## src/rtl/comp_frame_tx.sv

```systemverilog
`timescale 1ns/1ps
`default_nettype none
// ============================================================================
// Module      : comp_frame_tx
// Description : Frames 48-bit payload words into a continuous stream of
//               4-word frames for a GTX 8b10b transmitter. Word 0 is a K
//               comma (BC normal, FC latency trigger), words 1..3 carry the
//               payload LSW first. Frames repeat back to back. A frame with
//               no accepted data is an idle frame.
//
// Ports       : CMP_TX_CLK160  in   1   transmit user clock (rising edge)
//               RST            in   1   synchronous active-high reset
//               SEND_DATA      in   48  payload word to frame
//               SEND_VALID     in   1   SEND_DATA valid
//               SEND_READY     out  1   high while FRAME_PHASE==3
//               LTNCY_TRIG     in   1   latency-trigger comma request
//               TX_DATA        out  16  word to 8b10b encoder
//               TX_CHARISK     out  2   per-byte K flags
//               FRAME_PHASE    out  2   0 = comma, 1..3 = payload
//               TRIG_SENT      out  1   pulse with an FC comma word
//               FRAME_CNT      out  16  accepted data frames (wraps)
//
// Build macro : COMP_TX_PRBS_EN -- idle payload taken from a 48-bit LFSR
//               seeded with START_PATTERN; otherwise idle payload is zero.
//
// Revision    : 1.0 - initial release
// ============================================================================
module comp_frame_tx #(
  parameter logic [47:0] START_PATTERN = 48'hFFFFFF000000
) (
  input  logic        CMP_TX_CLK160,
  input  logic        RST,
  input  logic [47:0] SEND_DATA,
  input  logic        SEND_VALID,
  output logic        SEND_READY,
  input  logic        LTNCY_TRIG,
  output logic [15:0] TX_DATA,
  output logic [1:0]  TX_CHARISK,
  output logic [1:0]  FRAME_PHASE,
  output logic        TRIG_SENT,
  output logic [15:0] FRAME_CNT
);

  localparam logic [7:0] c_K_BC = 8'hBC;
  localparam logic [7:0] c_K_FC = 8'hFC;

  typedef enum logic [1:0] {
    PH_COMMA = 2'd0,
    PH_W1    = 2'd1,
    PH_W2    = 2'd2,
    PH_W3    = 2'd3
  } phase_t;

  phase_t      r_phase;
  logic        r_ready;
  logic [15:0] r_tx_data;
  logic [1:0]  r_tx_k;
  logic        r_trig_sent;
  logic        r_pend;
  logic [47:0] r_hold;
  logic [15:0] r_frame_cnt;

  logic        w_xfer;
  logic        w_trig_now;
  logic [47:0] w_idle_payload;

  // READY is only ever high in phase 3, so a transfer always lands on the
  // edge that loads word 0.
  assign w_xfer     = SEND_VALID & r_ready;
  // A trigger arriving on the word-0 edge itself is honoured immediately.
  assign w_trig_now = r_pend | LTNCY_TRIG;

`ifdef COMP_TX_PRBS_EN
  logic [47:0] r_lfsr;
  logic [47:0] w_lfsr_next;

  assign w_lfsr_next    = {r_lfsr[46:0], r_lfsr[47] ^ r_lfsr[46] ^ r_lfsr[20] ^ r_lfsr[19]};
  assign w_idle_payload = r_lfsr;

  always_ff @(posedge CMP_TX_CLK160) begin
    if (RST) begin
      r_lfsr <= START_PATTERN;
    end else if ((r_phase == PH_W3) && !w_xfer) begin
      // Advance once per idle frame, after its payload has been captured.
      r_lfsr <= w_lfsr_next;
    end
  end
`else
  // The seed has no role in this build; masking it keeps the parameter
  // referenced while the idle payload reduces to a constant zero.
  assign w_idle_payload = START_PATTERN & 48'h0;
`endif

  always_ff @(posedge CMP_TX_CLK160) begin
    if (RST) begin
      r_phase     <= PH_W3;
      r_ready     <= 1'b0;
      r_tx_data   <= 16'h0000;
      r_tx_k      <= 2'b00;
      r_trig_sent <= 1'b0;
      r_pend      <= 1'b0;
      r_hold      <= 48'h0;
      r_frame_cnt <= 16'h0000;
    end else begin
      r_trig_sent <= 1'b0;
      // Registered READY lines up with phase 3 one edge later.
      r_ready     <= (r_phase == PH_W2);
      r_pend      <= r_pend | LTNCY_TRIG;

      case (r_phase)
        PH_W3: begin
          r_phase     <= PH_COMMA;
          r_tx_data   <= {8'h00, (w_trig_now ? c_K_FC : c_K_BC)};
          r_tx_k      <= 2'b01;
          r_trig_sent <= w_trig_now;
          r_pend      <= 1'b0;
          if (w_xfer) begin
            r_hold      <= SEND_DATA;
            r_frame_cnt <= r_frame_cnt + 16'd1;
          end else begin
            r_hold      <= w_idle_payload;
          end
        end
        PH_COMMA: begin
          r_phase   <= PH_W1;
          r_tx_data <= r_hold[15:0];
          r_tx_k    <= 2'b00;
        end
        PH_W1: begin
          r_phase   <= PH_W2;
          r_tx_data <= r_hold[31:16];
          r_tx_k    <= 2'b00;
        end
        PH_W2: begin
          r_phase   <= PH_W3;
          r_tx_data <= r_hold[47:32];
          r_tx_k    <= 2'b00;
        end
      endcase
    end
  end

  assign SEND_READY  = r_ready;
  assign TX_DATA     = r_tx_data;
  assign TX_CHARISK  = r_tx_k;
  assign FRAME_PHASE = r_phase;
  assign TRIG_SENT   = r_trig_sent;
  assign FRAME_CNT   = r_frame_cnt;

endmodule
`default_nettype wire

```

## config.mk

```make
export PLATFORM = sky130hd
export DESIGN_NAME = comp_frame_tx
export DESIGN_NICKNAME = d
export VERILOG_FILES = /design/src/rtl/comp_frame_tx.sv
export SDC_FILE = /design/constraint.sdc
export NUM_CORES = 1
export LEC_CHECK = 0
export CELL_PAD_IN_SITES_DETAIL_PLACEMENT = 1
export CELL_PAD_IN_SITES_GLOBAL_PLACEMENT = 1
export CORE_UTILIZATION = 35
export CTS_CLUSTER_SIZE = 30
export DETAILED_ROUTE_END_ITERATION = 10
export GPL_ROUTABILITY_DRIVEN = 1
export PLACE_DENSITY_LB_ADDON = 0.15
export SYNTH_ARGS = -nofsm -noshare
export SYNTH_HDL_FRONTEND = slang
export SYNTH_SLANG_ARGS = --single-unit
```

## constraint.sdc

```tcl
create_clock -name CMP_TX_CLK160 -period 1.97 [get_ports CMP_TX_CLK160]
set_input_delay 0.2955 -clock CMP_TX_CLK160 [delete_from_list [all_inputs] [get_ports CMP_TX_CLK160]]
set_output_delay 0.2955 -clock CMP_TX_CLK160 [all_outputs]
set_load 0.005 [all_outputs]
```

==> impl_metrics.py <==
metrics = {
    "clock_network": {
        "clock-sinks": 86,
        "root_buffer": "clkbuf_8",
        "clk_path_buf_depth": 2,
        "clk_latency_ns": 0.34,
        "tritoncts": "built",
        "cts_made_buffers": 9,
        "cts_hold_buf": 0,
        "h-tree-depth": 3,
        "clk_pin_slew_ns": 0.08,
    },
    "worst_setup_path": {
        "crit_path_max_incr_delay_ns": 0.48,
        "critPathRequiredTime_ns": 2.25,
        "cp_cell_sequence": "ha_2, nand3_2, or2_1, or4_1, a21oi_1",
        "crit_arrival_ns": 2.07,
        "critPathKind": "reg -> reg",
        "worst_setup_path_start_kind": "register",
        "slowest_stage": "or4_1",
        "critPathMaxFanout": 5,
        "critical_path.top_delay_family": "simple AND/OR/NAND/NOR gates",
        "crit_buf_inv": 0,
        "endpoint_kind": "register",
    },
    "grt": {
        "grt_max_degree": 49,
        "grt_usage_pct": 18.4,
        "gr-total-overflow": 0,
        "grt_pass1_wl_microns": 12500,
        "grt_antenna_before_repair": 0,
        "grt_pass1_vias": 2524,
    },
    "yosys": {
        "synth_nets": 332,
        "synth_area_sq_um": 3020,
        "synth_commonest_cells": "dfxtp_1, a22o_1, nor2_1, a21oi_1, clkbuf_1",
        "synth_area_per_cell_sq_um": 11.0,
        "yosys_warnings": 0,
        "synth_area_leader_cell": "dfxtp_1",
        "synthTopCellsByArea": "dfxtp_1, a22o_1, a222oi_1",
        "synth.most_common_cell": "dfxtp_1",
        "synth-edff-count": 0,
        "yosysTopAreaCellShare_pct": 57.1,
        "ys_types": 36,
        "synthArstFlopShare_pct": 0,
        "synthCells": 274,
        "ys.flop_type": "dfxtp_1",
        "ys_ff_latch": 86,
        "yosysSeqAreaShare_pct": 57.1,
    },
    "placement": {
        "port_buffers": 88,
        "hpwl_microns": 5390,
        "dp_slack_ns": -0.0246,
        "gp_congestion": 0.755,
    },
    "run_status": {
        "status": "complete, no violations",
    },
    "floorplanning": {
        "dieHeight_microns": 94.8,
        "rows": 33,
        "die_area_sq_um": 8990,
        "io_pins": 90,
        "die_width_microns": 94.8,
        "start_util_pct": 36.3,
        "coreArea_sq_um": 8300,
    },
    "finish": {
        "fillCellCount": 900,
        "layout-drive-gt1-share_pct": 9.81,
        "final_nets": 422,
        "antenna_cells": 0,
        "area_growth_pct": 40.3,
    },
    "drt": {
        "drtAntennaViolNets": 0,
        "vias": 2451,
        "drt_wl_total_microns": 7580,
        "drc": 0,
        "first_iter_violations": 126,
        "first_pass_iters": 5,
        "wire_per_inst_microns": 16.1,
        "viasPerCell": 5.19,
    },
    "power_and_ir_drop": {
        "powerDensity_nw_per_um2": 796,
        "vdd_drop_max_mv": 0.333,
        "total_leakage_power_uw": 0.00157,
    },
    "timing": {
        "worst_pin_slew_ns": 1.07,
        "period_share_pct": 90.8,
        "hold_viol_final": 0,
        "period_needed_ns": 1.79,
        "finClkSkew_ns": 0.00780,
        "fmax_mhz": 559,
        "rsz0062_at_grt": "false",
        "finalSetupViolations": 0,
        "slew_headroom_pct": 28.2,
        "maxSlewViolCount": 0,
        "worst_slack_ns": 0.181,
        "hold_ws_ns": 0.483,
    },
    "hold_path": {
        "min_path_type": "reg -> reg",
    },
    "run": {
        "max-cap-violations": 0,
    },
}
[flip-flops by register name, indices dropped and copies added (netlist names)]
signal       count
TX_DATA         16
r_pend           1
FRAME_CNT       16
FRAME_PHASE      2
TRIG_SENT        1
TX_CHARISK       1
SEND_READY       1
r_hold          48
[placed cells by master, fill, tap and decap left out, types with 3 or more instances in the layout]
cell type        count
clkdlybuf4s50_1     88
xnor2_1              5
o21ai_0              3
a21oi_1             14
a22o_1              48
nand4_1              4
nand2_1              4
nor2_1              24
a222oi_1            11
dfxtp_1             86
nand3_1              4
a22oi_1              5
xor2_1               6
ha_1                 5
clkbuf_8            10
or3_1                3
nor2b_1              4
buf_4               11
[timing repair]
action	in CTS	in global routing
endpoints found under the hold margin	0	0
buffers inserted	0	0
gates resized for setup	0	1
setup endpoints to repair	0	47
[area by class of cell]
class | instances | area, sq um | area share (%)
Inverter | 2 | 7.51 | 0.177
Tap cell | 105 | 131 | 3.10
Clock buffer | 12 | 145 | 3.43
Clock inverter | 2 | 10.0 | 0.237
Sequential cell | 86 | 1720 | 40.7
Multi-Input combinational cell | 164 | 1210 | 28.7
Timing Repair Buffer | 101 | 1000 | 23.7
[path summary, 6_finish.rpt]
check                           depth (start not counted)  slack, ns      startpoint            end
worst max register to register                          5       0.18  FRAME_PHASE[0]  FRAME_CNT[15]
worst min register to register                          1       0.48      r_hold[29]     r_hold[29]
worst min-delay path                                    1       0.48      r_hold[29]     r_hold[29]
worst max-delay path                                    5       0.18  FRAME_PHASE[0]  FRAME_CNT[15]
[power breakdown]
part | internal (uW) | total (uW) | switching, uW | leakage, uW
Sequential | 1800 | 1830 | 29.6 | 0.000696
Clock | 476 | 1040 | 563 | 0.0000821
Combinational | 249 | 502 | 254 | 0.000792
Total | 2520 | 3370 | 846 | 0.00157
[metal layers]
layer | GRT usage, % | vias up | part of all wire (%)
li1 | - | 1198 | -
met1 | 23.0 | 1181 | 45
met2 | 30.5 | 66 | 49
met3 | 4.03 | 6 | 5.1
met4 | 7.20 | 0 | 1.1
met5 | 0 | - | 0
[cells by family (layout without fill, tap and decap cells)]
| group | Yosys count | after routing | synth area share [%] |
|---|---|---|---|
| buf+inv | 24 | 117 | 3.32 |
| flops | 86 | 86 | 57.1 |
| compound gates | 83 | 83 | 22.1 |
| xor+xnor | 11 | 11 | 3.19 |
| other cells | 1 | 1 | 0.124 |
| mux | 1 | 1 | 0.332 |
| simple gates | 62 | 62 | 11.3 |
| fa+ha+maj | 6 | 6 | 2.49 |
[through the flow]
step	cells	instance area [sq um]	utilization (%)	power, uW	setup TNS [ns]
floorplan	274	3020	-	2080	0
global placement	458	4070	49.1	2370	0
detailed placement	458	4070	49.1	2380	-0.261
CTS	472	4230	51.0	3430	0
global route	472	4230	51.0	3540	0
finish	472	4230	51.0	3370	0
(Power assumes the default switching activity.)
